$ cat src/rtl/z_seq_pkg.sv
// Shared encodings for the Z-register sequencer and the Z register itself.
package z_seq_pkg;
  typedef enum logic [2:0] {
    S_IDLE, S_READ, S_EXEC, S_ZOUT, S_ZLAT, S_WB, S_MOVWB
  } state_t;

  localparam logic [1:0] OP_ALU  = 2'b00;
  localparam logic [1:0] OP_ITER = 2'b01;
  localparam logic [1:0] OP_MOVE = 2'b10;
  localparam logic [1:0] OP_RSV  = 2'b11;

  localparam logic [1:0] ZCTL_HOLD  = 2'b00;
  localparam logic [1:0] ZCTL_OUT   = 2'b01;
  localparam logic [1:0] ZCTL_LATCH = 2'b10;

  function automatic logic [1:0] zctl_of(state_t s);
    case (s)
      S_EXEC, S_ZLAT: zctl_of = ZCTL_LATCH;
      S_ZOUT, S_WB:   zctl_of = ZCTL_OUT;
      default:        zctl_of = ZCTL_HOLD;
    endcase
  endfunction
endpackage

$ cat src/rtl/z_sequencer_if.sv
// Request/control bundle between the issuing stage and the Z sequencer.
// Z_SEQ_ABORT_EN adds the abort request line.
interface z_sequencer_if #(parameter int SHAMT_W = 5) ();
  logic               start;
  logic [1:0]         op_class;
  logic [SHAMT_W-1:0] shamt;
  logic               ab_latch;
  logic [1:0]         z_ctrl;
  logic               alu_src_z;
  logic               rf_we;
  logic               busy;
  logic               done;
  logic               err;
`ifdef Z_SEQ_ABORT_EN
  logic               abort;

  modport master (output start, op_class, shamt, abort,
                  input ab_latch, z_ctrl, alu_src_z, rf_we, busy, done, err);
  modport slave  (input start, op_class, shamt, abort,
                  output ab_latch, z_ctrl, alu_src_z, rf_we, busy, done, err);
`else
  modport master (output start, op_class, shamt,
                  input ab_latch, z_ctrl, alu_src_z, rf_we, busy, done, err);
  modport slave  (input start, op_class, shamt,
                  output ab_latch, z_ctrl, alu_src_z, rf_we, busy, done, err);
`endif
endinterface

$ cat src/rtl/z_seq_iter_cnt.sv
// ITER pass counter: load with shamt, decrement once per ZLAT, saturate at zero.
module z_seq_iter_cnt #(parameter int W = 5) (
  input  logic         clk,
  input  logic         rst,
  input  logic         load,
  input  logic         dec,
  input  logic [W-1:0] din,
  output logic         zero,
  output logic         last
);
  localparam logic [W-1:0] ONE = W'(1);

  logic [W-1:0] cnt;

  always_ff @(posedge clk) begin
    if (!rst)                   cnt <= '0;
    else if (load)              cnt <= din;
    else if (dec && cnt != '0)  cnt <= cnt - ONE;
  end

  assign zero = (cnt == '0);
  assign last = (cnt == ONE);
endmodule

$ cat src/rtl/z_sequencer.sv
// Micro-sequencer driving operand latches, Z register and RF write for ALU/ITER/MOVE ops.
// Z_SEQ_ABORT_EN enables the abort input that drops any in-flight operation.
module z_sequencer
  import z_seq_pkg::*;
#(
  parameter int SHAMT_W = 5
) (
  input  logic          clk,
  input  logic          rst,
  z_sequencer_if.slave  bus
);
  state_t     state, nxt;
  logic [1:0] op;
  logic       load, dec, cnt_zero, cnt_last, abort_hit;

  assign load = (state == S_IDLE) && bus.start;
  assign dec  = (state == S_ZLAT);

`ifdef Z_SEQ_ABORT_EN
  assign abort_hit = bus.abort && (state != S_IDLE);
`else
  assign abort_hit = 1'b0;
`endif

  z_seq_iter_cnt #(.W(SHAMT_W)) u_cnt (
    .clk  (clk),
    .rst  (rst),
    .load (load),
    .dec  (dec),
    .din  (bus.shamt),
    .zero (cnt_zero),
    .last (cnt_last)
  );

  always_comb begin
    nxt = state;
    case (state)
      S_IDLE:  if (bus.start) nxt = S_READ;
      S_READ:  case (op)
                 OP_ALU, OP_ITER: nxt = S_EXEC;
                 OP_MOVE:         nxt = S_MOVWB;
                 default:         nxt = S_IDLE;
               endcase
      S_EXEC:  nxt = (op == OP_ALU || cnt_zero) ? S_WB : S_ZOUT;
      S_ZOUT:  nxt = S_ZLAT;
      // Counter still holds the pre-decrement value here, so 1 means this is the last pass.
      S_ZLAT:  nxt = cnt_last ? S_WB : S_ZOUT;
      S_WB, S_MOVWB: nxt = S_IDLE;
      default: nxt = S_IDLE;
    endcase
    if (abort_hit) nxt = S_IDLE;
  end

  // Outputs are decoded from the next state so they are registered yet aligned with it.
  always_ff @(posedge clk) begin
    if (!rst) begin
      state         <= S_IDLE;
      op            <= OP_ALU;
      bus.ab_latch  <= 1'b0;
      bus.z_ctrl    <= ZCTL_HOLD;
      bus.alu_src_z <= 1'b0;
      bus.rf_we     <= 1'b0;
      bus.busy      <= 1'b0;
      bus.done      <= 1'b0;
      bus.err       <= 1'b0;
    end else begin
      state         <= nxt;
      if (load) op  <= bus.op_class;
      bus.ab_latch  <= (nxt == S_READ);
      bus.z_ctrl    <= zctl_of(nxt);
      bus.alu_src_z <= (nxt == S_ZOUT) || (nxt == S_ZLAT);
      bus.rf_we     <= (nxt == S_WB) || (nxt == S_MOVWB);
      bus.busy      <= (nxt != S_IDLE);
      bus.done      <= (nxt == S_WB) || (nxt == S_MOVWB);
      bus.err       <= load && (bus.op_class == OP_RSV);
    end
  end
endmodule

$ cat src/flat_wrapper.sv
// flat-port wrapper written by rule: the top's interface ports become plain ports
module z_sequencer_flat import z_seq_pkg::*;
#(
  parameter int SHAMT_W = 5
)
  (clk, rst, bus_start, bus_op_class, bus_shamt, bus_ab_latch, bus_z_ctrl, bus_alu_src_z, bus_rf_we, bus_busy, bus_done, bus_err);
  z_sequencer_if #(.SHAMT_W(SHAMT_W)) bus_i ();
  input  logic clk;
  input  logic rst;
  input wire logic [$bits(bus_i.start)-1:0] bus_start;
  input wire logic [$bits(bus_i.op_class)-1:0] bus_op_class;
  input wire logic [$bits(bus_i.shamt)-1:0] bus_shamt;
  output wire logic [$bits(bus_i.ab_latch)-1:0] bus_ab_latch;
  output wire logic [$bits(bus_i.z_ctrl)-1:0] bus_z_ctrl;
  output wire logic [$bits(bus_i.alu_src_z)-1:0] bus_alu_src_z;
  output wire logic [$bits(bus_i.rf_we)-1:0] bus_rf_we;
  output wire logic [$bits(bus_i.busy)-1:0] bus_busy;
  output wire logic [$bits(bus_i.done)-1:0] bus_done;
  output wire logic [$bits(bus_i.err)-1:0] bus_err;
  assign bus_i.start = bus_start;
  assign bus_i.op_class = bus_op_class;
  assign bus_i.shamt = bus_shamt;
  assign bus_ab_latch = bus_i.ab_latch;
  assign bus_z_ctrl = bus_i.z_ctrl;
  assign bus_alu_src_z = bus_i.alu_src_z;
  assign bus_rf_we = bus_i.rf_we;
  assign bus_busy = bus_i.busy;
  assign bus_done = bus_i.done;
  assign bus_err = bus_i.err;
  z_sequencer #(.SHAMT_W(SHAMT_W)) u_core (.clk(clk), .rst(rst), .bus(bus_i));
endmodule
$ cat config.mk
export PLATFORM = sky130hd
export DESIGN_NAME = z_sequencer_flat
export DESIGN_NICKNAME = d
export VERILOG_FILES = /design/src/rtl/z_seq_pkg.sv /design/src/rtl/z_sequencer_if.sv /design/src/rtl/z_seq_iter_cnt.sv /design/src/rtl/z_sequencer.sv /design/src/flat_wrapper.sv
export SDC_FILE = /design/constraint.sdc
export NUM_CORES = 1
export LEC_CHECK = 0
export ABC_AREA = 1
export CORE_ASPECT_RATIO = 1.4
export CORE_MARGIN = 10
export CORE_UTILIZATION = 44
export DETAILED_ROUTE_END_ITERATION = 16
export PLACE_DENSITY = 0.73
export SYNTH_ARGS = -nofsm -noshare
export SYNTH_HDL_FRONTEND = slang
export SYNTH_SLANG_ARGS = --single-unit
$ cat constraint.sdc
create_clock -name clk -period 1.32 [get_ports clk]
set_clock_uncertainty 0.15 [all_clocks]
set_input_delay 0.132 -clock clk [delete_from_list [all_inputs] [get_ports clk]]
set_output_delay 0.132 -clock clk [all_outputs]
set_load 0.01 [all_outputs]
==> flow_summary_export.csv <==
group,metric,value,unit
run_status,outcome,"finished, violations left",
run_status,violations,"negative setup slack",
run,maxCapViolCount,0,
clocking,cts_root_buf,"clkbuf_4",
floorplanning,fp.coreArea,1930,sq um
layout,final_common_cell,"nand2_1",
layout,syn2layout_area_growth,49.1,%
sta,min_period_over_period,1.06,
global_route,grt_use_total,0.105,
yosys,syn_area,871,sq um
setup_path,crit_slowest_cell,"dfxtp_2",
setup_path,crit_type,"flip-flop to flip-flop",
layout,mostFrequentLayoutCells,"nand2_1, buf_4, dfxtp_1, nor2_1",
global_route,overflow,0,
routing,antenna_left,0,
routing,num_vias,887,
yosys,avgSynthCellArea,7.20,sq um
place,gp_congestion,0.828,
clocking,clk_latency,0.30,ns
clocking,htree_levels,1,
global_route,grt_pass1_wl,3610,um
yosys,synth_seq_cells,17,
setup_path,cp_max_fo,4,
layout,diodes,0,
sta,hold_ws,0.245,ns
place,dp.cells,167,
power,powerDensity,1860,nW/um^2
global_route,grt_pass1_vias,826,
layout,final_nets,170,
sta,timing.setup.tns,-0.306,ns
floorplanning,die_height,72.6,um
yosys,ys_seq_area_frac,0.391,
clocking,cts_buffers,3,
clocking,cts_tree,"built",
global_route,grt_max_degree,11,
yosys,synth.net_count,134,
floorplanning,die_w,57.6,um
global_route,antenna_found_initial,0,
yosys,synth_cell_type_count,25,
layout,final_util,0.674,
sta,worstMarginPinSlew,0.238,ns
floorplanning,start_util,0.452,
yosys,yosysWarnings,0,
power,ir_drop,0.00118,V
sta,fin_ws,-0.0828,ns
sta,slew_viol_final,0,
layout,drive_gt1_frac,0.378,
hold_path,hp-class,"primary input to flip-flop",
clocking,clk_path_buf_depth,2,
sta,max_freq,713,MHz
floorplanning,io_pins,18,
place,io_buffer_count,17,
setup_path,crit_required,1.38,ns
clocking,hold_buffers,0,
clocking,clk_pin_slew,0.10,ns
sta,hold_viol_final,0,
routing,routed_wl,2310,um
sta,setup_violations,6,
sta,rsz0062_at_grt,"true",
sta,period_needed,1.40,ns
setup_path,critPathMaxStageDelay,0.37,ns
setup_path,cp_cell_sequence,"inv_4, ha_4, nand2_1, nor2_1, nand2_1, nand3_1, nor2_2, nor2_2, and2_1",
setup_path,cp.arrival,1.46,ns
yosys,synthCells,121,
routing,drt_iter0_drc,20,
floorplanning,rows,19,
routing,post_drt_via_cell_ratio,5.01,
routing,dr.pass1.iters,4,
setup_path,startpoint_type,"flip-flop",
power,p_leak,0.000622,uW
place,dpl.hpwl,1630,um
clocking,cts_num_sinks,17,
routing,wire_per_inst,13.0,um
setup_path,critPathCaptureType,"flip-flop",
layout,instances_no_fill,177,
floorplanning,dieArea,4180,sq um
sta,maxSlewHeadroom,0.841,
routing,remaining_drc_errors,0,
## registers in the layout, indices dropped and copies added, names as in the netlist, 2 cells and up
name and count:
u_core.u_cnt.cnt 5, u_core.state 3, u_core.op 2, u_core.bus.z_ctrl 2
## worst max-delay path, delay by kind of cell, from the launching register on
kind	cells	cell delay [ns]
AND/OR/NAND/NOR	7	0.58
flip-flops	1	0.37
adder cells (fa/ha/maj)	1	0.16
buffers and inverters	1	0.06
## cells in the mapped netlist, drive strengths merged
| cell type | instances | area, sq um |
|---|---|---|
| nand4 | 1 | 6.26 |
| inv | 15 | 56.3 |
| and2 | 1 | 6.26 |
| nor2 | 20 | 100 |
| o21bai | 1 | 7.51 |
| xor2 | 1 | 8.76 |
| dfxtp | 17 | 340 |
| nor3 | 1 | 5.00 |
| nand2 | 31 | 121 |
| nand3 | 9 | 55.1 |
| clkbuf | 1 | 3.75 |
| and3 | 1 | 6.26 |
| o21ai | 9 | 52.6 |
| ha | 3 | 37.5 |
| o211a | 1 | 10.0 |
| buf | 2 | 18.8 |
| a21oi | 7 | 35.0 |
## logic make-up (layout without fill, tap and decap cells)
| logic type | Yosys count | in the layout | synth area share |
|---|---|---|---|
| fa+ha+maj | 3 | 3 | 0.0431 |
| buf+inv | 18 | 53 | 0.0905 |
| flops | 17 | 17 | 0.391 |
| simple gates | 64 | 64 | 0.345 |
| xor+xnor | 1 | 1 | 0.0101 |
| compound gates | 18 | 18 | 0.121 |
## per-layer routing
metal	GRT usage	wire, um
met1	0.100	851
met2	0.193	1240
met3	0.0314	142
met4	0.0576	76
met5	0	0
## final timing paths
kind,start,end,slack [ns],depth (start not counted)
worst min register to register,u_core.op[1]$_SDFFE_PN0P_,u_core.op[1]$_SDFFE_PN0P_,0.34,2
worst max register to register,u_core.u_cnt.cnt[1]$_SDFFE_PN0P_,u_core.bus.rf_we$_SDFF_PN0_,-0.08,9
worst min-delay path,bus_op_class[0],u_core.bus.err$_SDFF_PN0_,0.25,3
worst max-delay path,u_core.u_cnt.cnt[1]$_SDFFE_PN0P_,u_core.bus.rf_we$_SDFF_PN0_,-0.08,9
## through the flow
stage | cell area (sq um) | setup WS [ns] | power, uW
floorplan | 873 | 0.00286 | 1450
global route | 1300 | -0.172 | 2600
global placement | 1130 | -0.163 | 1790
CTS | 1240 | -0.0773 | 2270
detailed placement | 1130 | -0.198 | 1820
finish | 1300 | -0.0828 | 2420
## timing repair
item,CTS,global route
buffers inserted,5,1
endpoints found under the setup margin,19,13
pin swaps,9,7
resized for setup,24,21
## power breakdown
part	internal (uW)	total, uW	switching [uW]
logic	624	1350	722
clock network	113	296	183
registers	663	780	117
total	1400	2420	1020
## area by class of cell
cell class / instances / area (sq um)
fill: 154 / 627
multi-input combinational: 86 / 533
sequential: 17 / 352
timing repair buffer: 34 / 297
inverter: 15 / 63.8
tap: 21 / 26.3
clock buffer: 3 / 22.5
clock inverter: 1 / 5.00
Power figures use the tool's default switching activity.
